## config.mk

```make
export PLATFORM = sky130hd
export DESIGN_NAME = kgp_fetch_unit_flat
export DESIGN_NICKNAME = d
export VERILOG_FILES = /design/src/rtl/kgp_fetch_pkg.sv /design/src/rtl/kgp_fetch_if.sv /design/src/rtl/kgp_fetch_unit.sv /design/src/flat_wrapper.sv
export SDC_FILE = /design/constraint.sdc
export NUM_CORES = 1
export LEC_CHECK = 0
export ABC_AREA = 1
export CORE_MARGIN = 3
export CORE_UTILIZATION = 40
export DETAILED_ROUTE_END_ITERATION = 12
export PLACE_DENSITY = 0.82
export SETUP_SLACK_MARGIN = 0.4
export SLEW_MARGIN = 20
export SYNTH_ARGS = -nofsm -noshare
export SYNTH_HDL_FRONTEND = slang
export SYNTH_SLANG_ARGS = --single-unit
```

## constraint.sdc

```tcl
create_clock -name clk -period 4.6 [get_ports clk]
set_clock_uncertainty 0.15 [all_clocks]
set_input_delay 0.46 -clock clk [delete_from_list [all_inputs] [get_ports clk]]
set_output_delay 0.46 -clock clk [all_outputs]
set_load 0.02 [all_outputs]
```

## src/rtl/kgp_fetch_pkg.sv

```systemverilog
// Shared widths, reset PC and FSM encoding for the KGP_RISC instruction-fetch front end.
package kgp_fetch_pkg;

   localparam int ADDR_W = 13;
   localparam int DATA_W = 32;
   localparam logic [ADDR_W-1:0] RESET_PC = 13'd0;

   typedef enum logic [1:0] {
      ST_IDLE    = 2'd0,
      ST_FETCH   = 2'd1,
      ST_DELIVER = 2'd2,
      ST_HALTED  = 2'd3
   } fetch_state_e;

   // Sequential next address; wraps silently at the top of the word space.
   function automatic logic [ADDR_W-1:0] pc_inc(input logic [ADDR_W-1:0] p);
      return p + ADDR_W'(1);
   endfunction

endpackage

```

## src/rtl/kgp_fetch_if.sv

```systemverilog
// Instruction-memory req/ack bus plus the valid/ready instruction stream toward decode.
interface kgp_fetch_if;
   import kgp_fetch_pkg::*;

   logic              imem_req;
   logic [ADDR_W-1:0] imem_addr;
   logic              imem_ack;
   logic [DATA_W-1:0] imem_rdata;

   logic              instr_valid;
   logic              instr_ready;
   logic [DATA_W-1:0] instr;
   logic [ADDR_W-1:0] instr_pc;

   modport master (
      output imem_req, imem_addr, instr_valid, instr, instr_pc,
      input  imem_ack, imem_rdata, instr_ready
   );

   modport slave (
      input  imem_req, imem_addr, instr_valid, instr, instr_pc,
      output imem_ack, imem_rdata, instr_ready
   );

endinterface

```

## src/rtl/kgp_fetch_unit.sv

```systemverilog
// Fetch FSM: owns the PC, issues one imem request at a time and buffers a single
// instruction for decode; redirects squash in-flight data, halt drains then stops.
module kgp_fetch_unit
   import kgp_fetch_pkg::*;
(
   input  logic              clk,
   input  logic              rst,
   input  logic              start,
   input  logic              halt,
   input  logic              redirect_valid,
   input  logic [ADDR_W-1:0] redirect_target,
   kgp_fetch_if.master       bus,
   output logic [ADDR_W-1:0] pc,
   output logic              halted
);

   fetch_state_e      state_q, state_d;
   logic [ADDR_W-1:0] pc_q, pc_d;
   logic              req_q, req_d;
   logic [ADDR_W-1:0] addr_q, addr_d;
   logic              valid_q, valid_d;
   logic [DATA_W-1:0] instr_q, instr_d;
   logic [ADDR_W-1:0] ipc_q, ipc_d;
   logic              halted_q, halted_d;
   logic              squash_q, squash_d;
   logic              halt_pend_q, halt_pend_d;

   logic              halt_eff;
   logic [ADDR_W-1:0] tgt;

   assign halt_eff = halt_pend_q | halt;
   assign tgt      = redirect_valid ? redirect_target : pc_q;

   always_ff @(posedge clk or posedge rst) begin
      if (rst) begin
         state_q     <= ST_IDLE;
         pc_q        <= RESET_PC;
         req_q       <= 1'b0;
         addr_q      <= RESET_PC;
         valid_q     <= 1'b0;
         instr_q     <= '0;
         ipc_q       <= '0;
         halted_q    <= 1'b0;
         squash_q    <= 1'b0;
         halt_pend_q <= 1'b0;
      end else begin
         state_q     <= state_d;
         pc_q        <= pc_d;
         req_q       <= req_d;
         addr_q      <= addr_d;
         valid_q     <= valid_d;
         instr_q     <= instr_d;
         ipc_q       <= ipc_d;
         halted_q    <= halted_d;
         squash_q    <= squash_d;
         halt_pend_q <= halt_pend_d;
      end
   end

   always_comb begin
      state_d     = state_q;
      pc_d        = pc_q;
      req_d       = req_q;
      addr_d      = addr_q;
      valid_d     = valid_q;
      instr_d     = instr_q;
      ipc_d       = ipc_q;
      halted_d    = halted_q;
      squash_d    = squash_q;
      halt_pend_d = halt_pend_q;

      unique case (state_q)
         ST_IDLE: begin
            pc_d = tgt;
            if (halt) begin
               state_d  = ST_HALTED;
               halted_d = 1'b1;
            end else if (start) begin
               state_d = ST_FETCH;
               req_d   = 1'b1;
               addr_d  = tgt;
            end
         end

         ST_FETCH: begin
            halt_pend_d = halt_eff;
            if (!req_q) begin
               // One-cycle gap after a dropped response; relaunch unless draining.
               pc_d = tgt;
               if (halt_eff) begin
                  state_d  = ST_HALTED;
                  halted_d = 1'b1;
               end else begin
                  req_d  = 1'b1;
                  addr_d = tgt;
               end
            end else if (bus.imem_ack) begin
               req_d    = 1'b0;
               squash_d = 1'b0;
               if (squash_q || redirect_valid) begin
                  pc_d = tgt;
                  if (halt_eff) begin
                     state_d  = ST_HALTED;
                     halted_d = 1'b1;
                  end
               end else begin
                  instr_d = bus.imem_rdata;
                  ipc_d   = addr_q;
                  valid_d = 1'b1;
                  pc_d    = pc_inc(pc_q);
                  state_d = ST_DELIVER;
               end
            end else if (redirect_valid) begin
               // Request must stay up until acked, so mark its data for discard.
               pc_d     = redirect_target;
               squash_d = 1'b1;
            end
         end

         ST_DELIVER: begin
            halt_pend_d = halt_eff;
            if (redirect_valid || bus.instr_ready) begin
               valid_d = 1'b0;
               pc_d    = tgt;
               if (halt_eff) begin
                  state_d  = ST_HALTED;
                  halted_d = 1'b1;
               end else begin
                  state_d = ST_FETCH;
                  req_d   = 1'b1;
                  addr_d  = tgt;
               end
            end
         end

         ST_HALTED: begin
            req_d   = 1'b0;
            valid_d = 1'b0;
         end

         default: state_d = ST_IDLE;
      endcase
   end

   assign bus.imem_req    = req_q;
   assign bus.imem_addr   = addr_q;
   assign bus.instr_valid = valid_q;
   assign bus.instr       = instr_q;
   assign bus.instr_pc    = ipc_q;
   assign pc              = pc_q;
   assign halted          = halted_q;

endmodule

```

## src/flat_wrapper.sv

```systemverilog
// flat-port wrapper written by rule: the top's interface ports become plain ports
module kgp_fetch_unit_flat import kgp_fetch_pkg::*;
  (clk, rst, start, halt, redirect_valid, redirect_target, pc, halted, bus_imem_req, bus_imem_addr, bus_instr_valid, bus_instr, bus_instr_pc, bus_imem_ack, bus_imem_rdata, bus_instr_ready);
  kgp_fetch_if bus_i ();
  input  logic clk;
  input  logic rst;
  input  logic start;
  input  logic halt;
  input  logic redirect_valid;
  input  logic [ADDR_W-1:0] redirect_target;
  output logic [ADDR_W-1:0] pc;
  output logic halted;
  output wire logic [$bits(bus_i.imem_req)-1:0] bus_imem_req;
  output wire logic [$bits(bus_i.imem_addr)-1:0] bus_imem_addr;
  output wire logic [$bits(bus_i.instr_valid)-1:0] bus_instr_valid;
  output wire logic [$bits(bus_i.instr)-1:0] bus_instr;
  output wire logic [$bits(bus_i.instr_pc)-1:0] bus_instr_pc;
  input wire logic [$bits(bus_i.imem_ack)-1:0] bus_imem_ack;
  input wire logic [$bits(bus_i.imem_rdata)-1:0] bus_imem_rdata;
  input wire logic [$bits(bus_i.instr_ready)-1:0] bus_instr_ready;
  assign bus_imem_req = bus_i.imem_req;
  assign bus_imem_addr = bus_i.imem_addr;
  assign bus_instr_valid = bus_i.instr_valid;
  assign bus_instr = bus_i.instr;
  assign bus_instr_pc = bus_i.instr_pc;
  assign bus_i.imem_ack = bus_imem_ack;
  assign bus_i.imem_rdata = bus_imem_rdata;
  assign bus_i.instr_ready = bus_instr_ready;
  kgp_fetch_unit u_core (.clk(clk), .rst(rst), .start(start), .halt(halt), .redirect_valid(redirect_valid), .redirect_target(redirect_target), .bus(bus_i), .pc(pc), .halted(halted));
endmodule
```

# Word-level counts from Yosys, hierarchy flattened
# Cells that the tools add are included.
totals:
  ff_bits: 78
  out_inout_bits: 74
  input_bits: 52
classes:
  n_mux: 43
  eq_ne: 15
  bitwise_logic: 2
  n_reduce_logical: 15
  addsub: 1
ops:
  columns: ["cell", "n"]
  rows:
  - ["$mux W13", 10]
  - ["$pmux W13 S3", 2]
  - ["$mux W1", 19]
  - ["$mux W2", 8]
  - ["$reduce_and A5 Y1", 3]
  - ["$ne A2 B2 Y1 const B", 7]
  - ["$add A13 B1 Y13 const B", 1]
  - ["$reduce_and A4 Y1", 3]
  - ["$ne A3 B3 Y1 const B", 3]
  - ["$pmux W1 S3", 2]
  - ["$pmux W2 S3", 1]
  - ["$reduce_bool A3 Y1", 2]
  - ["$eq A2 B2 Y1 const B", 2]
  - ["$ne A2 B1 Y1 const B", 2]
  - ["$pmux W1 S4", 1]
  - ["$reduce_and A3 Y1", 1]
  - ["$eq A2 B1 Y1 const B", 1]
  - ["$logic_not A2 Y1", 1]
  - ["$logic_or A1 B1 Y1", 2]
  - ["$reduce_and A2 Y1", 1]
  - ["$reduce_bool A2 Y1", 1]
  - ["$reduce_or A2 Y1", 1]
  - ["$not A1 Y1", 1]
  - ["$or A1 B1 Y1", 1]

# Logic depth before layout (Yosys ltp)
depth:
  ltp_word: 6
  ltp_mapped: 10
  ltp_nobuf: 9

# Worst setup path before layout
# Ideal clock, no wire load.
synth_path:
  path_kind: "register -> register"
  start: "register u_core.state_q[1]"
  end: "register u_core.pc_q[3] (netlist: u_core.pc[3])"
  stages_incl_launch_ff: 11
  slack_ns: 2.807
  t_arrival_ns: 1.519
  path_buffers: 1
  required_ns: 4.327
  period_less_slack_ns: 1.793
  cell_sequence: "dfrtp_1 -> inv_1 -> ha_1 -> nand2_2 -> nor2_4 -> nand2_4 -> clkinv_2 -> buf_6 -> nand3_1 -> a21oi_1 -> a21oi_1"
synth_between:
  elab_chain_len: 3
  elab_cells_between_ends: 7
synth_rtl:
  columns: ["item", "line_no", "rtl"]
  rows:
  - ["start, declared", "kgp_fetch_unit.sv:17", "fetch_state_e state_q, state_d;"]
  - ["start signal, assigned", "kgp_fetch_unit.sv:47", "state_q <= state_d;"]
  - ["$eq A2 B2 Y1, or another cell as far along", "kgp_fetch_unit.sv:72", "unique case (state_q)"]
  - ["$ne A2 B1 Y1 (no source line) or $reduce_bool A3 Y1 (tied branches)", null, null]
  - ["$reduce_and A2 Y1 (no source line)", null, null]
  - ["end signal, assigned", "kgp_fetch_unit.sv:48", "pc_q <= pc_d;"]
  - ["end, declared", "kgp_fetch_unit.sv:18", "logic [ADDR_W-1:0] pc_q, pc_d;"]
# Parallel ways exist; a longest one is shown, timed or not.
# A chain may end at the register's enable or synchronous reset.

# Worst setup path in the final report
layout_path:
  start: "input port redirect_valid"
  end: "register u_core.pc_q[2] (netlist: u_core.pc[2])"
layout_between:
  elab_chain_len: 5
  elab_cells_between_ends: 10
layout_rtl:
  columns: ["item", "line_no", "rtl"]
  rows:
  - ["start, declared", "flat_wrapper.sv:9", "input logic redirect_valid;"]
  - ["$mux W13 or $logic_or A1 B1 Y1 (tied branches)", "kgp_fetch_unit.sv:32, kgp_fetch_unit.sv:100", null]
  - ["$mux W13", "kgp_fetch_unit.sv:100", "if (squash_q || redirect_valid) begin"]
  - ["$mux W13", "kgp_fetch_unit.sv:97", "end else if (bus.imem_ack) begin"]
  - ["$mux W13", "kgp_fetch_unit.sv:87", "if (!req_q) begin"]
  - ["$pmux W13 S3", "kgp_fetch_unit.sv:72", null]
# Parallel ways exist; a longest one is shown, timed or not. The select of a mux whose other input is x is not followed.

==> qor.yml <==
synthesis:
  synth-edff-count: 0
  synthAdderAreaFrac: 0.0201
  yosys.area.top_type: "dfrtp_1"
  syn_area_per_cell_um2: 7.94
  synth_xor_area_frac: 0.00468
  synth_top_family_by_area: "simple AND/OR/NAND/NOR gates"
  yosysTopAreaCellShare: 0.522
  ys.flop_type: "dfrtp_1"
  async_flop_share: 1.00
  synth_area_um2: 3740
  synth_mux_area_frac: 0
  postSynthCellCount: 471
  synth.distinct_cells: 27
  yosys.area_share.simple: 0.271
  ys_top_cells_by_count: "210 x nand2_1, 78 x dfrtp_1, 36 x o21ai_0, 34 x inv_1, 21 x nor2_1"
  seq_area_frac_synth: 0.522
  synth_most_common_cell: "nand2_1"
  synth_warnings: 0
  synth_nets: 529
  ys_ff_latch: 78
  synth_compound_area_frac: 0.111
  synthTopCellsByArea: "dfrtp_1 52%, nand2_1 21%, o21ai_0 4.8%"
floorplanning:
  die_h_um: 103
  floorplan.initialDensity: 0.421
  core_um2: 8890
  dieArea_um2: 10500
  die_width_um: 103
  placement_rows: 34
  io_pins: 126
finish:
  drive_gt1_frac: 0.0487
  area_growth_pct: 38.7
  final-instance-count-excl-fill: 703
  nets: 648
  diodes: 0
critical_path:
  crit_path_max_fanout: 60
  cp-start-kind: "input pin"
  endpoint_kind: "flop"
  cp.arrival_ns: 3.37
  path_class: "in2reg"
  worstPathRequired_ns: 4.72
route:
  wl_mm: 9.80
  drt-pass1-iter-count: 4
  drc: 0
  wl_per_cell_um: 13.9
  ant_nets: 0
  vias: 3450
  drt_iter0_markers: 219
  viasPerCell: 4.91
sta:
  tns_ns: 0
  period_needed_ns: 3.24
  finalCritPeriodShare: 0.705
  worst_slew_pin_slew_ns: 0.886
  hold_ws_ns: 0.334
  hold_viol: 0
  fmax_ghz: 0.308
  finalSetupViolCount: 0
  slew_viol_final: 0
  rsz0062_at_grt: "no"
  relSlewSlack: 0.409
clock_tree:
  path_clk_slew_ns: 0.08
  htreeDepth: 3
  cts_hold_buffers: 0
  cts_resized: 0
  post-cts-setup-buffer-count: 0
  cts_made_buffers: 9
  clock_sinks: 78
  clock_latency_ns: 0.35
  cts_tree: "yes"
  ctsLongestPathBuffers: 2
  ctsRootBufferMaster: "clkbuf_8"
global_route:
  grt_use_met1: 0.242
  grt_start_max_net_pins: 61
  grt_util_met3: 0.0535
  grtUsageTotal: 0.191
  grt_pass1_vias: 3336
  grt.overflow.total: 0
  grt_pass1_wl_mm: 15.8
  met2_usage: 0.323
  grt_busiest_layer: "met2"
  antenna_found_initial: 0
pwr:
  pwr-share-seq: 0.340
  finalPower_w: 0.00378
  swShare: 0.446
  power.leakage_nw: 2.51
  combPwrFrac: 0.535
  p_int_w: 0.00210
  p_sw_w: 0.00169
  peakVddDrop_v: 0.000369
  powerDensity_nw_per_um2: 729
  p_clk_frac: 0.125
placed_design:
  dpl.hpwl_mm: 6.99
  numPortBuffers: 125
  gp_congestion: 0.874
  dpl.cell_count: 687
min_path:
  hp-class: "reg2reg"
run:
  drv_cap: 0
outcome:
  status: "completed"
cell families (layout without fill, tap and decap cells):
logic type | count (synthesis) | in the layout
simple gates | 255 | 255
buf+inv | 54 | 178
flops | 78 | 78
fa+ha+maj | 6 | 6
xor+xnor | 2 | 2
compound gates | 76 | 76
worst paths after layout:
| kind | startpoint | endpoint | slack (ns) | cells after the start |
|---|---|---|---|---|
| worst max-delay path | redirect_valid | u_core.pc[2] | 1.36 | 7 |
| worst min-delay path | u_core.bus.instr[8] | u_core.bus.instr[8] | 0.33 | 2 |
| worst max register to register | u_core.state_q[1] | u_core.pc[2] | 1.40 | 9 |
| worst min register to register | u_core.bus.instr[8] | u_core.bus.instr[8] | 0.33 | 2 |
| max in group asynchronous | rst | u_core.bus.imem_addr[7] | 2.98 | 3 |
| min in group asynchronous | rst | u_core.bus.instr[24] | 0.44 | 2 |
power by group through the flow:
stage / Clock, W / Sequential, W / Combinational [W]
after detailed placement: 0 / 0.00129 / 0.00203
after floorplan: 0 / 0.00163 / 0.000792
after CTS: 0.000494 / 0.00129 / 0.00204
after global placement: 0 / 0.00128 / 0.00197
final: 0.000474 / 0.00129 / 0.00202
after global routing: 0.000518 / 0.00133 / 0.00222
critical path, cell delays in order:
cell and delay (ns):
clkdlybuf4s50_1 0.75, nor2_2 0.17, nand2_4 0.50, clkinv_2 0.80, o21ai_0 0.43, a21oi_1 0.07
a21oi_1 0.15
placed cells by master (no fill, tap or decap), types with 2 or more instances in the layout:
master	instances
nand3_1	13
nand2_2	3
clkbuf_8	9
a21oi_1	19
dfrtp_1	78
xor2_1	2
o21ai_0	36
ha_1	6
o21ai_1	14
nand4_1	4
inv_6	3
nor2_1	21
clkdlybuf4s50_1	125
o211ai_1	2
nand2_1	210
inv_1	33
clkinvlp_4	2
clkinv_2	3
area by class of cell:
type / instances / area [um^2]
fillers: 809 / 3700
flip-flops and latches: 78 / 1950
multi-input cells: 339 / 1520
repair buffers: 126 / 1260
inverters: 36 / 138
well taps: 108 / 135
clock buffers: 9 / 124
clock inverters: 7 / 55.1
layer usage:
layer	part of all wire	vias to the layer above	wire length [um]
met2	0.49	111	4760
li1	-	1723	-
met4	0.010	0	98
met5	0	-	0
met1	0.43	1610	4230
met3	0.073	6	714
state kept, by name, summed over array words and instances (netlist names):
name and flops:
u_core.pc 13, u_core.squash_q 1, u_core.bus.imem_req 1, u_core.halted 1, u_core.halt_pend_q 1, u_core.bus.instr_valid 1, u_core.bus.instr 32, u_core.bus.imem_addr 13
u_core.bus.instr_pc 13, u_core.state_q 2
stage by stage:
step / util / worst slack (ns) / area [um^2]
floorplan: - / 1.99 / 3740
global placement: 0.563 / 1.11 / 5010
detailed placement: 0.563 / 0.967 / 5010
CTS: 0.583 / 1.34 / 5190
global route: 0.583 / 1.01 / 5190
finish: 0.583 / 1.36 / 5190
Note: power is estimated with default switching activity, not from simulation.
==> variant: new RTL, same flow settings <==
Make the reset (`rst`) synchronous in one clocked block.
--- a/src/rtl/kgp_fetch_unit.sv
+++ b/src/rtl/kgp_fetch_unit.sv
@@ -31,7 +31,7 @@
    assign halt_eff = halt_pend_q | halt;
    assign tgt      = redirect_valid ? redirect_target : pc_q;
 
-   always_ff @(posedge clk or posedge rst) begin
+   always_ff @(posedge clk) begin
       if (rst) begin
          state_q     <= ST_IDLE;
          pc_q        <= RESET_PC;
Function: differs if rst is asserted again (counterexample within 4 cycles, from zero or initial values and one cycle with rst high); with rst held inactive, the same outputs for 4 cycles.
==> variant against the unedited design <==
Worst setup slack improved by 0.53 ns; synthesized area decreased by 4.6%; sequential cell count unchanged; first-iteration DRC count down 21%; synthesized cell count increased by 2.5%; final area shrank 3.0%; critical path depth grew 3; wire length shrank 1.1%; critical endpoint is now u_core.pc[6]$_SDFFE_PP0P_.
Power is not compared: it rests on default switching activity, and its combinational part moved more than twofold at a synthesized area within 25%.
==> variant: results (changes against the unedited design) <==
- Status: finished clean (unchanged)
- Total GRT Usage: 0.1852 (was 0.1906)
- Reg-to-Reg End: u_core.pc[6]$_SDFFE_PP0P_ (was u_core.pc[2]$_DFFE_PP0P_)
- Reg2Reg Setup Slack: 1.89 ns (was 1.40 ns)
- Syn. warnings: 0 (unchanged)
- Filler Cell Count: 791 (was 809)
- Initial DRC count: 172 (was 219)
- Post-synth cell types: 35 (was 27)
- Async set or reset register ratio after synthesis: 0 (was 1.000)
- First-pass GRT wire length: 15280 um (was 15820 um)
- Met3 global-route usage: 0.04795 (was 0.05345)
- Wire length per cell: 13.72 um (was 13.94 um)
- Post-layout nets: 654 (was 648)
- Ys flop type: dfxtp_1 (was dfrtp_1)
- Ranking of synthesized cells by area: dfxtp_1 44%, nor2_1 11%, o21ai_0 10% (was dfrtp_1 52%, nand2_1 21%, o21ai_0 4.8%)
- Setup bufs post-CTS: 0 (unchanged)
- Worst slew pin tran: 0.6639 ns (was 0.8859 ns)
- Max rail drop VDD: slightly below 0.3 mV
- Syn_nets: 541 (was 529)
- R2R cell count: 10 (was 9)
- PostCTS Resize Cnt: 0 (unchanged)
- Met1 usage: 0.2308 (was 0.2418)
- Hold wc startpoint: u_core.bus.instr_valid$_SDFFE_PP0P_ (was u_core.bus.instr[8]$_DFFE_PP0P_)
- Inst Count DP: 690 (was 687)
- Met2 global-route usage: 0.3180 (was 0.3232)
- CTS H-tree depth: 3 (unchanged)
- Worst-path maximum fanout: 58 (was 60)
- Synth top cells by count: 102 x nor2_1, 78 x dfxtp_1, 71 x o21ai_0 (was 210 x nand2_1, 78 x dfrtp_1, 36 x o21ai_0)
- Layout cells sized above 1: 0.07155 (was 0.04874)
- Post-DP HPWL: 7094 um (was 6994 um)
- Synth Area in Compound Gates: 0.1929 (was 0.1114)
- Top-count cell post-synth: nor2_1 (was nand2_1)
- Fin cells: 706 (was 703)
- Worst Path Arrival: 2.84 ns (was 3.37 ns)
- Vias per inst: 5.095 (was 4.908)
- Largest net degree at the start of global routing: 59 (was 61)
- Syn avg cell area: 7.385 sq um (was 7.940 sq um)
- DR pass1 iterations: 8 (was 4)
- Adder-cell share of the synthesized area: 0.02105 (was 0.02007)
- Post-synthesis xor/xnor area fraction: 0.01228 (was 0.004684)
- Gpl congestion: 0.8644 (was 0.8735)
- Mux cell area share after synthesis: 0.01403 (was 0)
- Sequential share of the synthesized area: 0.4377 (was 0.5219)
- Vias in the first global route: 3275 (was 3336)
- Critical Path Source: u_core.state_q[1]$_SDFFE_PP0P_ (was redirect_valid)
- Leakage power: ~2.1 nW
- WHS Endpoint: u_core.bus.instr_valid$_SDFFE_PP0P_ (was u_core.bus.instr[8]$_DFFE_PP0P_)
-- variant: changes by cell type in the layout (fill, tap and decap cells not counted), sizes merged, moves of 2 or more --
cell / before / now
buf: 1 / 3
nor2: 23 / 108
a21oi: 20 / 48
or2: 0 / 7
nand3: 13 / 16
o21ai: 50 / 75
o211a: 0 / 2
nand2: 214 / 66
clkinv: 4 / 2
xnor2: 0 / 2
dfxtp: 0 / 78
mux2i: 0 / 5
dfrtp: 78 / 0
-- variant: where the power goes --
part	leakage, nW	internal (mW)	switching (mW)	total [mW]
logic	1.36	0.404	0.531	0.935
clock network	0.102	0.258	0.269	0.528
registers	0.636	0.799	0.107	0.906
total	2.10	1.46	0.908	2.37
-- variant: cell type report --
class,count,area share
Clock inverter,7,0.01591
Inverter,33,0.02561
Multi-Input combinational cell,346,0.3444
Tap cell,105,0.02611
Timing Repair Buffer,128,0.2531
Sequential cell,78,0.3103
Clock buffer,9,0.02461
-- variant: routing by layer --
metal,share of wire,wire [um],vias to the layer above
met1,0.44,4229,1640
li1,-,-,1802
met5,0,0,-
met2,0.48,4669,143
met4,0.012,119,0
met3,0.069,669,12
-- variant: critical path, stage by stage, from the launching register on --
cell	delay, ns
dfxtp_1	0.35
inv_1	0.12
ha_1	0.29
nand2_2	0.12
nor2_4	0.12
inv_2	0.09
nor2_8	0.51
inv_4	0.38
a21oi_1	0.22
o21ai_0	0.10
a21oi_1	0.15
-- variant: per-stage QoR --
step	hold WS, ns	worst slack [ns]	cell area [sq um]
2_1_floorplan	0.3069	2.821	3567
3_3_place_gp	0.3035	1.711	4828
3_5_place_dp	0.2937	1.595	4828
4_1_cts	0.3149	1.909	5032
5_1_grt	0.3276	1.650	5032
6_report	0.3164	1.888	5032
